$ cat src/rtl/imem_boot_loader.sv
// imem_boot_loader: length-prefixed, XOR-checksummed byte stream -> big-endian IMEM byte writes.
// Latency: each accepted data byte is written one cycle later (registered strobe/addr/data).
// Backpressure: in_ready is decoded from the state only; it drops to 0 after the checksum or on error.
//
// Ports:
//   clk, reset            single clock; asynchronous active-high reset
//   in_valid/in_ready     byte-stream handshake, in_data carries the byte
//   im_we/im_addr/im_wdata  registered IMEM byte-lane write port
//   cpu_hold, pc_clear    core stall while loading, one-cycle PC clear on success
//   load_done, err        terminal status flags
//   byte_count            number of data bytes accepted so far
module imem_boot_loader #(
  parameter int IMEM_BYTES = 256,  // multiple of 4, no larger than 2**ADDR_W
  parameter int ADDR_W     = 8
) (
  input  logic              clk,
  input  logic              reset,
  input  logic              in_valid,
  input  logic [7:0]        in_data,
  output logic              in_ready,
  output logic              im_we,
  output logic [ADDR_W-1:0] im_addr,
  output logic [7:0]        im_wdata,
  output logic              cpu_hold,
  output logic              pc_clear,
  output logic              load_done,
  output logic              err,
  output logic [ADDR_W:0]   byte_count
);

  localparam logic [2:0] S_LEN_HI  = 3'd0;
  localparam logic [2:0] S_LEN_LO  = 3'd1;
  localparam logic [2:0] S_DATA    = 3'd2;
  localparam logic [2:0] S_CHECK   = 3'd3;
  localparam logic [2:0] S_RELEASE = 3'd4;
  localparam logic [2:0] S_RUN     = 3'd5;
  localparam logic [2:0] S_ERROR   = 3'd6;

  localparam logic [17:0] MAX_TOTAL = 18'(IMEM_BYTES);

  logic [2:0]        state_q,      state_d;
  logic [7:0]        len_hi_q,     len_hi_d;
  logic [17:0]       total_q,      total_d;
  logic [ADDR_W:0]   byte_count_q, byte_count_d;
  logic [7:0]        csum_q,       csum_d;
  logic              we_q,         we_d;
  logic [ADDR_W-1:0] addr_q,       addr_d;
  logic [7:0]        wdata_q,      wdata_d;

  logic        accept;
  logic [17:0] total_now;
  logic        last_data;

  // in_ready depends on the state register alone, never on in_valid.
  assign in_ready = (state_q == S_LEN_HI) || (state_q == S_LEN_LO) ||
                    (state_q == S_DATA)   || (state_q == S_CHECK);
  assign accept   = in_valid & in_ready;

  // Byte total of the stream being announced: 4 * {high byte, low byte}.
  // Kept at 18 bits so a 16-bit word count can never wrap.
  assign total_now = {len_hi_q, in_data, 2'b00};

  // The byte being accepted in DATA is the final one when count+1 reaches total.
  assign last_data = ((18'(byte_count_q) + 18'd1) == total_q);

  always_comb begin
    state_d      = state_q;
    len_hi_d     = len_hi_q;
    total_d      = total_q;
    byte_count_d = byte_count_q;
    csum_d       = csum_q;
    we_d         = 1'b0;
    addr_d       = addr_q;
    wdata_d      = wdata_q;

    case (state_q)
      S_LEN_HI: begin
        if (accept) begin
          len_hi_d     = in_data;
          // A fresh header always restarts at address 0 with a clean checksum.
          byte_count_d = '0;
          csum_d       = 8'h00;
          state_d      = S_LEN_LO;
        end
      end

      S_LEN_LO: begin
        if (accept) begin
          total_d = total_now;
          if (total_now > MAX_TOTAL) begin
            state_d = S_ERROR;
          end else if (total_now == 18'd0) begin
            state_d = S_CHECK;
          end else begin
            state_d = S_DATA;
          end
        end
      end

      S_DATA: begin
        if (accept) begin
          we_d         = 1'b1;
          addr_d       = byte_count_q[ADDR_W-1:0];
          wdata_d      = in_data;
          byte_count_d = byte_count_q + 1'b1;
          csum_d       = csum_q ^ in_data;
          if (last_data) begin
            state_d = S_CHECK;
          end
        end
      end

      S_CHECK: begin
        if (accept) begin
          state_d = (in_data == csum_q) ? S_RELEASE : S_ERROR;
        end
      end

      S_RELEASE: state_d = S_RUN;

      S_RUN:     state_d = S_RUN;

      S_ERROR:   state_d = S_ERROR;

      // Unreachable encodings park the loader with the core held.
      default:   state_d = S_ERROR;
    endcase
  end

  always_ff @(posedge clk or posedge reset) begin
    if (reset) begin
      state_q      <= S_LEN_HI;
      len_hi_q     <= 8'h00;
      total_q      <= 18'd0;
      byte_count_q <= '0;
      csum_q       <= 8'h00;
      we_q         <= 1'b0;
      addr_q       <= '0;
      wdata_q      <= 8'h00;
    end else begin
      state_q      <= state_d;
      len_hi_q     <= len_hi_d;
      total_q      <= total_d;
      byte_count_q <= byte_count_d;
      csum_q       <= csum_d;
      we_q         <= we_d;
      addr_q       <= addr_d;
      wdata_q      <= wdata_d;
    end
  end

  assign im_we      = we_q;
  assign im_addr    = addr_q;
  assign im_wdata   = wdata_q;
  assign byte_count = byte_count_q;

  assign cpu_hold   = (state_q != S_RUN);
  assign pc_clear   = (state_q == S_RELEASE);
  assign load_done  = (state_q == S_RUN);
  assign err        = (state_q == S_ERROR);

endmodule

$ cat config.mk
export PLATFORM = sky130hd
export DESIGN_NAME = imem_boot_loader
export DESIGN_NICKNAME = d
export VERILOG_FILES = /design/src/rtl/imem_boot_loader.sv
export SDC_FILE = /design/constraint.sdc
export NUM_CORES = 1
export LEC_CHECK = 0
export ABC_AREA = 1
export BUFFER_PORTS_ARGS = -buffer_cell sky130_fd_sc_hd__buf_2
export CAP_MARGIN = 5
export CORE_ASPECT_RATIO = 0.9
export CORE_UTILIZATION = 51
export DETAILED_ROUTE_END_ITERATION = 6
export GPL_ROUTABILITY_DRIVEN = 0
export PLACE_DENSITY_LB_ADDON = 0.1
export SYNTH_ARGS = -nofsm -noshare
export SYNTH_HDL_FRONTEND = slang
export SYNTH_SLANG_ARGS = --single-unit
$ cat constraint.sdc
create_clock -name clk -period 2.35 [get_ports clk]
set_input_delay 0.47 -clock clk [delete_from_list [all_inputs] [get_ports clk]]
set_output_delay 0.47 -clock clk [all_outputs]
set_load 0.05 [all_outputs]
=== Word-level counts from Yosys, hierarchy flattened ===
Cells that the tools add are included.
W data, S select, Z words.

* Output and inout bits: 31
* Latch bits: 0
* Logic and storage cells: 56
* Bits in writable memories: 0
* Bits in read-only memories: 0
* Register bits after elaboration: 61
* Memories: 0
* Input bits: 11

* Magnitude comparators: 1
* Bitwise operators: 2
* Reductions and logical operators: 12
* Muxes and demuxes: 17
* $mul: 0
* Div/mod/pow operators: 0
* Eq/ne operators: 14
* Shift operators: 0
* Add/subtract/negate cells: 2

{| class="wikitable"
|+ Operators by type and width
! operator !! count
|-
| $eq A10 B18 Y1 || 1
|-
| $gt A18 B9 Y1 const B || 1
|-
| $logic_not A18 Y1 || 1
|-
| $mux W3 || 6
|-
| $mux W9 || 2
|-
| $pmux W9 S2 || 1
|-
| $mux W8 || 2
|-
| $pmux W8 S2 || 1
|-
| $pmux W3 S5 || 1
|-
| $add A9 B1 Y10 const B || 1
|-
| $ne A2 B2 Y1 const B || 5
|-
| $add A9 B1 Y9 const B || 1
|-
| $eq A3 B3 Y1 const B || 3
|-
| $eq A8 B8 Y1 || 1
|-
| $xor A8 B8 Y8 || 1
|-
| $eq A3 B2 Y1 const B || 2
|-
| $reduce_and A2 Y1 || 3
|-
| $reduce_and A5 Y1 || 1
|-
| $eq A3 B1 Y1 const B || 1
|-
| $logic_not A3 Y1 || 1
|-
| $logic_or A1 B1 Y1 || 3
|-
| $mux W1 || 3
|-
| $ne A3 B3 Y1 const B || 1
|-
| $reduce_and A3 Y1 || 1
|-
| 4 further kinds || 4
|}

=== Logic depth before layout (Yosys ltp) ===
Gate-level depths: netlist (run 1).

* Depth after elaboration: 7
* Gate-level depth with buffers: 14
* Mapped depth without buffers: 14

=== Worst setup path before layout (run 1) ===
OpenSTA, ideal clock, no wires.

* Path type: reg-to-output
* Start point: register state_q[2]
* End point: output cpu_hold
* Required time: 1.880 ns
* Setup slack: -0.255 ns
* Cell stages (with the launch flop): 4
* Arrival: 2.135 ns
* Buffers on the path: 0
* Cell sequence: dfrtp_1 -> clkinv_1 -> nor2_1 -> inv_1

* Cells in the longest elaborated chain, start to end: 1

{| class="wikitable"
|+ RTL lines
! element !! RTL line !! source
|-
| start: declaration || 41 || <nowiki>logic [2:0] state_q, state_d;</nowiki>
|-
| start signal: assignment || 141 || <nowiki>state_q <= state_d;</nowiki>
|-
| $ne A3 B3 Y1 || 157 || <nowiki>assign cpu_hold = (state_q != S_RUN);</nowiki>
|-
| end: declaration || 24 || <nowiki>output logic cpu_hold,</nowiki>
|}

No other way between the ends.

=== Final worst setup path (run 1) ===
* Start point: register state_q[0]
* End point: output load_done

* Cells in the longest elaborated chain, start to end: 1

{| class="wikitable"
|+ RTL lines
! element !! RTL line !! source
|-
| $eq A3 B3 Y1 || 159 || <nowiki>assign load_done = (state_q == S_RUN);</nowiki>
|-
| end: declaration || 26 || <nowiki>output logic load_done,</nowiki>
|}

No other way between the ends.

==> results_dict.tcl, run 1 <==
set metrics [dict create \
    grt_use_total_pct 23.9 \
    final_cells 464 \
    setup.worst_path.start_class "flip-flop" \
    syn_area_per_cell_um2 8.50 \
    cp_slowest_cell "dfrtp_1" \
    vias_per_cell 5.21 \
    grt_start_max_net_pins 62 \
    proportion_of_netlist_area_held_by_the_largest_area_contributor_pct 52.2 \
    synth-edff-count 0 \
    routed_wire_length_per_instance_um 13.7 \
    yosysWarnings 0 \
    clock_tree_from_tritoncts "yes" \
    power.density_nw_per_um2 669 \
    setup.worst_path.end_class "primary output" \
    die_width_um 81.8 \
    grt_first_pass_wirelength_mm 10.4 \
    postSynthRegisterBits 61 \
    cts_hold_repair.buffers 0 \
    coreArea_um2 5380 \
    clock-root-buffer "clkbuf_8" \
    placedCellCount 448 \
    setup.worst_path.class "flip-flop to primary output" \
    r2r_setup_slack_ns 0.53 \
    predominant_post_synthesis_flop_cell "dfrtp_1" \
    clock_insertion_delay_worst_skew_ns 0.34 \
    cp_data_arrival_time_ns 1.46 \
    slew_violations 0 \
    numClockSinks 61 \
    die-area_um2 6040 \
    antennaDiodeCount 0 \
    setup_viol_count_final 0 \
    timing_worst_slew_pin_value_ns 0.614 \
    hpwl_mm 4.44 \
    via_count_of_the_first_global_routing_pass 2189 \
    drtAntennaViolNets 0 \
    clkSlewWorstSetupHoldPaths_ns 0.07 \
    synth_async_sr_flop_share_pct 100 \
    die-height_um 73.9 \
    placed_area_um2 3230 \
    critical-path-top-cell-by-count "inv_1" \
    min_path_type "input pin to asynchronous set/reset pin" \
    run_status "completed" \
    fraction_of_layout_instances_using_a_drive_strength_above_1_pct 22.7 \
    area_delta_synth_final_pct 17.3 \
    initial_utilization_pct 54.4 \
    worst_path_largest_cell_delay_ns 0.43 \
    timing.critical_path.fanout_max 5 \
    required_time_at_the_endpoint_of_the_critical_path_ns 1.88 \
    placementRows 25 \
    fill_cells 458 \
    cts-root-to-sink-buffers 2 \
    rsz0062_at_grt "no" \
    routed_wire_length_mm 6.34 \
    nets 404 \
    maxCapViolations 0 \
    critical_path.top_delay_family "buffers and inverters" \
    synthMostInstantiatedCell "nand2_1" \
    io_buffers 41 \
    first_iter_violations 89 \
    hold-worst-slack_ns 0.177 \
    timing.fmax_ghz 0.519 \
    stdcell_area_um2 3430 \
    drt_drc_violations_left 0 \
    synthesis.instances 344 \
    synth_top_area_cell "dfrtp_1" \
    globalRoute.totalOverflow 0 \
    number_of_antenna_violations_at_the_first_check_in_global_routing 0 \
    total_power_mw 2.29 \
    post-route-min-period_ns 1.93 \
    postSynthNetCount 356 \
    resized_after_cts 0 \
    worst_ir_drop_vdd_v 0.000458 \
    finalHoldViolations 0 \
    fin_setup_tns_ns 0 \
    number_of_cts_inserted_buffers 9 \
    buffering_stage_count_on_the_worst_path_with_inverters_included 3 \
    htree_levels 3 \
    fin_worst_skew_ns 0.00535 \
    max_slew_margin_pct 59.0 \
    dr_total_vias 2417 \
    num_io_pins 42 \
    synth-seq-area-share_pct 52.2 \
    p_leak_nw 1.77 \
    final_min_period_over_clock_period_pct 82.0 \
    initial_drt_pass_iterations 4 \
    post_synth_main_area_contributors "dfrtp_1 (52%), nand2_1 (10%), o21ai_0 (7.7%)" \
    ys_types 29 \
    crit_chain "inv_1 > nor2_1 > inv_1 > nor2_2 > buf_2" \
    synth_top_cells_by_count "nand2_1 (81), dfrtp_1 (61), o21ai_0 (45)" \
    synth.cell_area_um2 2930 \
    cts_setup_buffers 0 \
]
[through the flow]
stage,worst slack [ns],util (%)
after CTS,0.418,63.8
after floorplan,0.0295,-
after global routing,0.290,63.8
final,0.423,63.8
after global placement,0.511,60.0
after detailed placement,0.474,60.0
[path summary, 6_finish.rpt]
kind                            cells past startpoint                        end                 startpoint
worst max-delay path                                5                  load_done     state_q[0]$_DFFE_PP0P_
worst min-delay path                                3  byte_count[6]$_DFFE_PP0P_                      reset
worst max register to register                     14     state_q[1]$_DFFE_PP0P_  byte_count[1]$_DFFE_PP0P_
worst min register to register                      2     im_addr[6]$_DFFE_PP0P_     im_addr[6]$_DFFE_PP0P_
max in group asynchronous                           3  byte_count[8]$_DFFE_PP0P_                      reset
min in group clk                                    4     state_q[0]$_DFFE_PP0P_                   in_valid
[worst reg2reg max path: stages, from the launching register on]
cell	delay, ns
dfrtp_1	0.43
ha_1	0.25
nand2_4	0.10
nor2_8	0.17
nand2_2	0.07
nand2_2	0.07
nand3_1	0.06
nand2_1	0.07
nand2_1	0.05
nor2_1	0.10
nand2_1	0.08
nand2_2	0.10
nand2_1	0.06
nand2_1	0.05
nand2_1	0.05
[routing by layer]
layer	wire (um)	track usage (%)	up-vias
met3	345	8.20	14
met4	123	9.55	0
met1	3030	31.5	1115
li1	-	-	1221
met2	2840	35.8	67
met5	0	0	-
[registers in the layout, summed over array words and instances (netlist names)]
| name | flops |
|---|---|
| len_hi_q | 8 |
| byte_count | 9 |
| im_wdata | 8 |
| csum_q | 8 |
| state_q | 3 |
| im_we | 1 |
| im_addr | 8 |
| total_q | 16 |
[placed cells by master, fill, tap and decap left out, types with 7 or more instances in the layout]
master,synthesis,routed
buf_2,3,41
clkbuf_8,0,10
dfrtp_1,61,61
inv_1,33,32
mux2_2,7,7
nand2_1,81,81
nand3_1,27,27
nor2_1,25,24
o21ai_0,45,45
o21ai_1,9,9
[final cells by class]
class	count	area [um2]	area share [%]
clock buffer	10	138	4.01
timing repair buffer	45	248	7.22
sequential	61	1530	44.5
clock inverter	6	62.6	1.82
multi-input combinational	236	1230	35.7
tap	67	83.8	2.44
inverter	39	146	4.27
[cells by family (layout without fill, tap and decap cells)]
| family | after synthesis | count (layout) | synth area share, % |
|---|---|---|---|
| AND/OR/NAND/NOR | 159 | 159 | 25.4 |
| AO/OA/AOI/OAI | 61 | 61 | 10.8 |
| flip-flops | 61 | 61 | 52.2 |
| buffers and inverters | 47 | 100 | 6.16 |
| XOR/XNOR | 8 | 8 | 2.40 |
| multiplexers | 7 | 7 | 2.69 |
| adder cells (fa/ha/maj) | 1 | 1 | 0.428 |
[where the power goes]
part           switching (mW)  leakage (nW)  internal [mW]
Clock                   0.419        0.0943          0.514
Sequential             0.0241         0.781           1.08
Combinational           0.189         0.893         0.0686
(Power assumes the default switching activity.)
==> run 2: changes to the inputs <==
- ABC_AREA: 1 -> 0
- clock period: 2.35 -> 1.6 ns (I/O delays scaled with it)
==> run 2 against run 1 <==
  * Final cell count decreased by 5.0%
  * Critical path depth decreased by 1
  * Routed wire length increased by 11%
  * Non-clock buffer count increased by 31
  * The run now ends with setup timing left
  * Die area decreased by 0.87%
  * Via count decreased by 0.25%
  * Synthesized cell count decreased by 13%
  * Combinational power decreased by 45%
  * Sequential power increased by 42%
==> results_dict.tcl, run 2 <==
set metrics [dict create \
    worst_ir_drop_vdd_v 0.000798 \
    vias_per_cell 5.47 \
    ys_types 41 \
    num_io_pins 42 \
    total_power_mw 3.16 \
    antennaDiodeCount 0 \
    placedCellCount 414 \
    slew_violations 0 \
    nets 381 \
    drtAntennaViolNets 0 \
    cts-root-to-sink-buffers 2 \
    die_width_um 81.5 \
    clock-root-buffer "clkbuf_8" \
    final_common_cell "nand2_1" \
    clock_tree_from_tritoncts "yes" \
    setup.worst_path.end_class "primary output" \
    synth_top_area_cell "dfrtp_1" \
    rsz0062_at_grt "yes" \
    required_time_at_the_endpoint_of_the_critical_path_ns 1.28 \
    globalRoute.totalOverflow 0 \
    fin_setup_tns_ns -0.272 \
    hpwl_mm 5.03 \
    crit_chain "buf_6 > clkinvlp_4 > nor3_4 > buf_6" \
    syn_area_per_cell_um2 9.73 \
    synth_top_cells_by_count "nand2_1 (70), dfrtp_1 (61), o21ai_0 (27)" \
    hold-worst-slack_ns 0.255 \
    number_of_antenna_violations_at_the_first_check_in_global_routing 0 \
    postSynthNetCount 310 \
    power.density_nw_per_um2 837 \
    initial_drt_pass_iterations 6 \
    number_of_cts_inserted_buffers 9 \
    proportion_of_netlist_area_held_by_the_largest_area_contributor_pct 52.7 \
    cp.depth 4 \
    p_leak_nw 1.88 \
    routed_wire_length_mm 7.06 \
    coreArea_um2 5350 \
    max_slew_margin_pct 70.6 \
    setup.worst_path.class "flip-flop to primary output" \
    place_ws_ns -0.0619 \
    largest_register_ffs 16 \
    synthesis.instances 298 \
    worst_path_largest_cell_delay_ns 0.38 \
    fin_worst_skew_ns 0.00574 \
    r2r.worst_path.cells 6 \
    cp_data_arrival_time_ns 1.38 \
    critical-path-top-cell-by-count "buf_6" \
    first_iter_violations 106 \
    stdcell_area_um2 3780 \
    timing.fmax_ghz 0.587 \
    die-height_um 73.5 \
    post_synth_main_area_contributors "dfrtp_1 (53%), nand2_1 (9.1%), mux2_2 (8.9%)" \
    finalHoldViolations 0 \
    via_count_of_the_first_global_routing_pass 2301 \
    area_delta_synth_final_pct 30.4 \
    cp_slowest_cell "dfrtp_2" \
    synth-seq-area-share_pct 52.7 \
    synth.cell_area_um2 2900 \
    htree_levels 3 \
    grt_first_pass_wirelength_mm 11.6 \
    buffering_stage_count_on_the_worst_path_with_inverters_included 3 \
    synth_async_sr_flop_share_pct 100 \
    predominant_post_synthesis_flop_cell "dfrtp_1" \
    min_path_type "input pin to flip-flop" \
    holdPathStages 3 \
    dr_total_vias 2411 \
    postSynthRegisterBits 61 \
    violations "setup timing" \
    register_with_the_highest_flop_count "total_q" \
    synthMostInstantiatedCell "nand2_1" \
    clkSlewWorstSetupHoldPaths_ns 0.07 \
    drt_drc_violations_left 0 \
    setup_viol_count_final 4 \
    placed_area_um2 3410 \
    final_cells 441 \
    fill_cells 398 \
    clock_insertion_delay_worst_skew_ns 0.34 \
    grt_use_total_pct 26.6 \
    post-route-min-period_ns 1.70 \
    timing_worst_slew_pin_value_ns 0.439 \
    setup_ws_ns -0.104 \
    grt_start_max_net_pins 26 \
    most-common-layout-cells "nand2_1 (70), dfrtp_1 (52), buf_2 (36), buf_4 (27), o21ai_0 (26)" \
    run_status "finished, violations left" \
    synth-edff-count 0 \
    timing.critical_path.fanout_max 5 \
    final_util_pct 70.7 \
    routed_wire_length_per_instance_um 16.0 \
    critical_path.top_delay_family "buffers and inverters" \
    setup.worst_path.start_class "flip-flop" \
    placementRows 25 \
    final_min_period_over_clock_period_pct 106 \
    io_buffers 41 \
    initial_utilization_pct 54.2 \
    fraction_of_layout_instances_using_a_drive_strength_above_1_pct 37.2 \
    die-area_um2 5990 \
    yosysWarnings 0 \
    maxCapViolations 0 \
    numClockSinks 61 \
]
[run 2: cell types whose count changed in the layout (fill, tap and decap cells not counted), sizes merged, moves of 16 or more]
| cell | before | now |
|---|---|---|
| buf | 45 | 74 |
| nand2 | 89 | 70 |
| inv | 38 | 8 |
| o21ai | 54 | 28 |
| nand3 | 28 | 9 |
| mux2 | 7 | 23 |
| nor2 | 30 | 14 |
[run 2: area by class of cell]
cell class / count / area [um2] / area share, %
flip-flops and latches: 61 / 1540 / 40.7
well taps: 67 / 83.8 / 2.22
clock buffers: 11 / 131 / 3.48
multi-input cells: 208 / 1340 / 35.5
inverters: 13 / 61.3 / 1.62
repair buffers: 76 / 551 / 14.6
clock inverters: 5 / 75.1 / 1.99
[run 2: per-layer routing]
layer,global-route usage [%],vias to the layer above,share of wire [%]
met1,34.5,1155,44
met2,42.3,78,48
met3,7.20,13,5.0
met4,10.5,0,2.1
met5,0,-,0
li1,-,1165,-
[run 2: logic make-up after synthesis]
| family | after synthesis | synth area share [%] |
|---|---|---|
| buf+inv | 29 | 4.40 |
| flops | 61 | 52.7 |
| fa+ha+maj | 1 | 0.432 |
| xor+xnor | 10 | 3.02 |
| simple gates | 124 | 20.2 |
| compound gates | 49 | 9.97 |
| mux | 24 | 9.28 |
[run 2: final timing paths]
kind | from | end | slack (ns)
setup / recovery | state_q[2]$_DFFE_PP0P_ | err | -0.10
hold / removal | in_data[3] | im_wdata[3]$_DFFE_PP0P_ | 0.26
setup reg to reg | byte_count[0]$_DFFE_PP0P_ | state_q[0]$_DFFE_PP0P_ | -0.03
hold reg to reg | im_addr[3]$_DFFE_PP0P_ | im_addr[3]$_DFFE_PP0P_ | 0.47
max in group asynchronous | reset | byte_count[2]$_DFFE_PP0P_ | 0.59
min in group asynchronous | reset | im_wdata[3]$_DFFE_PP0P_ | 0.54
[run 2: repair_timing]
item                                   in CTS  in global routing
setup endpoints to repair                   6                 19
gates cloned                                0                  0
pin swaps                                   2                  6
endpoints found under the hold margin      15                  0
hold buffers                                1                  0
setup buffers                               6                  4
gates resized for setup                    10                 10
[run 2: worst min-delay path, cell delays in order]
cell     delay [ns]
buf_2          0.13
nand2_1        0.06
nand2_1        0.04
[run 2: power breakdown]
part	total [mW]	switching (mW)	internal [mW]
logic	0.143	0.0887	0.0544
registers	1.56	0.00993	1.55
clock network	1.46	0.588	0.870
==> run 3: changes to the inputs <==
- PLACE_DENSITY: unset -> 0.72
- PLACE_DENSITY_LB_ADDON: 0.1 -> unset
==> run 3 against run 2 <==
  * The run still ends with setup timing left
  * Sequential power is essentially flat
  * Die area is the same
  * Setup slack gained 0.046 ns
==> results_dict.tcl, run 3 (synthesis gave the netlist of run 2 again) <==
set metrics [dict create \
    first_iter_violations 153 \
    nets 379 \
    routed_wire_length_mm 7.10 \
    run_status "finished, violations left" \
    groute.layer.met2.usage_pct 42.4 \
    area_delta_synth_final_pct 30.1 \
    rsz0062_at_grt "yes" \
    area.sequential_um2 1540 \
    place_ws_ns -0.0274 \
    dr_total_vias 2458 \
    timing.fmax_ghz 0.603 \
    clock-root-buffer "clkbuf_8" \
    setup_ws_ns -0.0574 \
    vias_per_cell 5.61 \
    global_route.usage.met1_pct 34.1 \
    maxCapViolations 0 \
    num_io_pins 42 \
    min_path_type "input pin to asynchronous set/reset pin" \
    die-area_um2 5990 \
    slew_violations 0 \
    met3_demand_to_capacity_share_in_global_routing_pct 10.4 \
    setup.worst_path.end_class "flip-flop" \
    largest_register_ffs 16 \
    setup_viol_count_final 4 \
    grt_use_total_pct 27.0 \
    worst_ir_drop_vdd_v 0.000767 \
    coreArea_um2 5350 \
    r2r.worst_path.cells 7 \
    cts_hold_repair.buffers 0 \
    drtAntennaViolNets 0 \
    initial_utilization_pct 54.2 \
    timing_worst_slew_pin_value_ns 0.332 \
    hold-worst-slack_ns 0.0550 \
    fin_setup_tns_ns -0.212 \
    clock_insertion_delay_worst_skew_ns 0.34 \
    violations "setup timing" \
    number_of_antenna_violations_at_the_first_check_in_global_routing 0 \
    grt_first_pass_wirelength_mm 11.6 \
    cts-root-to-sink-buffers 2 \
    area_occupied_by_multi_input_gates_um2 1360 \
    post-route-min-period_ns 1.66 \
    power.density_nw_per_um2 766 \
    globalRoute.totalOverflow 0 \
    final_min_period_over_clock_period_pct 104 \
    initial_drt_pass_iterations 4 \
    total_power_mw 2.89 \
    routed_wire_length_per_instance_um 16.2 \
    number_of_cts_inserted_buffers 9 \
    placed_area_um2 3400 \
    final_common_cell "nand2_1" \
    cp_data_arrival_time_ns 1.91 \
    drt_drc_violations_left 0 \
    grt_start_max_net_pins 62 \
    clock_tree_from_tritoncts "yes" \
    via_count_of_the_first_global_routing_pass 2330 \
    most-common-layout-cells "nand2_1 (69), dfrtp_1 (52), buf_2 (36), buf_4 (25), mux2_2 (23)" \
    setup.worst_path.class "flip-flop to flip-flop" \
    antennaDiodeCount 0 \
    numClockSinks 61 \
    die-height_um 73.5 \
    stdcell_area_um2 3770 \
    p_leak_nw 1.88 \
    placedCellCount 410 \
    final_cells 438 \
    placementRows 25 \
    fin_worst_skew_ns 0.00765 \
    hpwl_mm 4.71 \
    io_buffers 41 \
    timing.critical_path.fanout_max 4 \
    grt-busiest-layer "met2" \
    setup.worst_path.start_class "flip-flop" \
    fill_cells 419 \
    die_width_um 81.5 \
    max_slew_margin_pct 77.7 \
    finalHoldViolations 0 \
    register_with_the_highest_flop_count "total_q" \
    htree_levels 3 \
    required_time_at_the_endpoint_of_the_critical_path_ns 1.85 \
    fraction_of_layout_instances_using_a_drive_strength_above_1_pct 38.3 \
    final_util_pct 70.5 \
    clkSlewWorstSetupHoldPaths_ns 0.07 \
]
run 3: worst max-delay path, cell delays in order (launching register included):
cell,delay (ns)
dfrtp_2,0.41
buf_6,0.13
buf_6,0.11
nor3b_4,0.19
nand3_2,0.10
nor4_2,0.22
o2111ai_1,0.14
o31ai_1,0.26
run 3: metal layers:
layer	up-vias	share of wire, %	routed length (um)
li1	1159	-	-
met1	1203	44	3090
met2	87	48	3430
met3	9	6.8	480
met4	0	1.3	91
met5	-	0	0
run 3: power breakdown:
part	switching (mW)	internal (mW)
registers	0.0103	1.55
logic	0.0841	0.0450
clock network	0.561	0.633
run 3: final timing paths:
check,startpoint,slack [ns],endpoint
worst max-delay path,state_q[2]$_DFFE_PP0P_,-0.06,state_q[0]$_DFFE_PP0P_
worst min-delay path,reset,0.05,im_wdata[1]$_DFFE_PP0P_
worst max register to register,state_q[2]$_DFFE_PP0P_,-0.06,state_q[0]$_DFFE_PP0P_
worst min register to register,im_addr[2]$_DFFE_PP0P_,0.47,im_addr[2]$_DFFE_PP0P_
max in group asynchronous,reset,1.26,state_q[1]$_DFFE_PP0P_
min in group clk,in_data[1],0.28,im_wdata[1]$_DFFE_PP0P_
run 3: area by class of cell:
cell class / instances / share of cell area (%)
sequential: 61 / 40.8
multi-input combinational: 208 / 36.0
timing repair buffer: 74 / 14.9
clock buffer: 13 / 4.21
tap: 67 / 2.22
inverter: 13 / 1.63
clock inverter: 2 / 0.265
run 3: repair_timing:
action                                  CTS  global route
endpoints found under the setup margin    6            23
gates resized for setup                  11            21
setup buffers                             5             8
gates cloned                              0             0
pin swaps                                 3             5
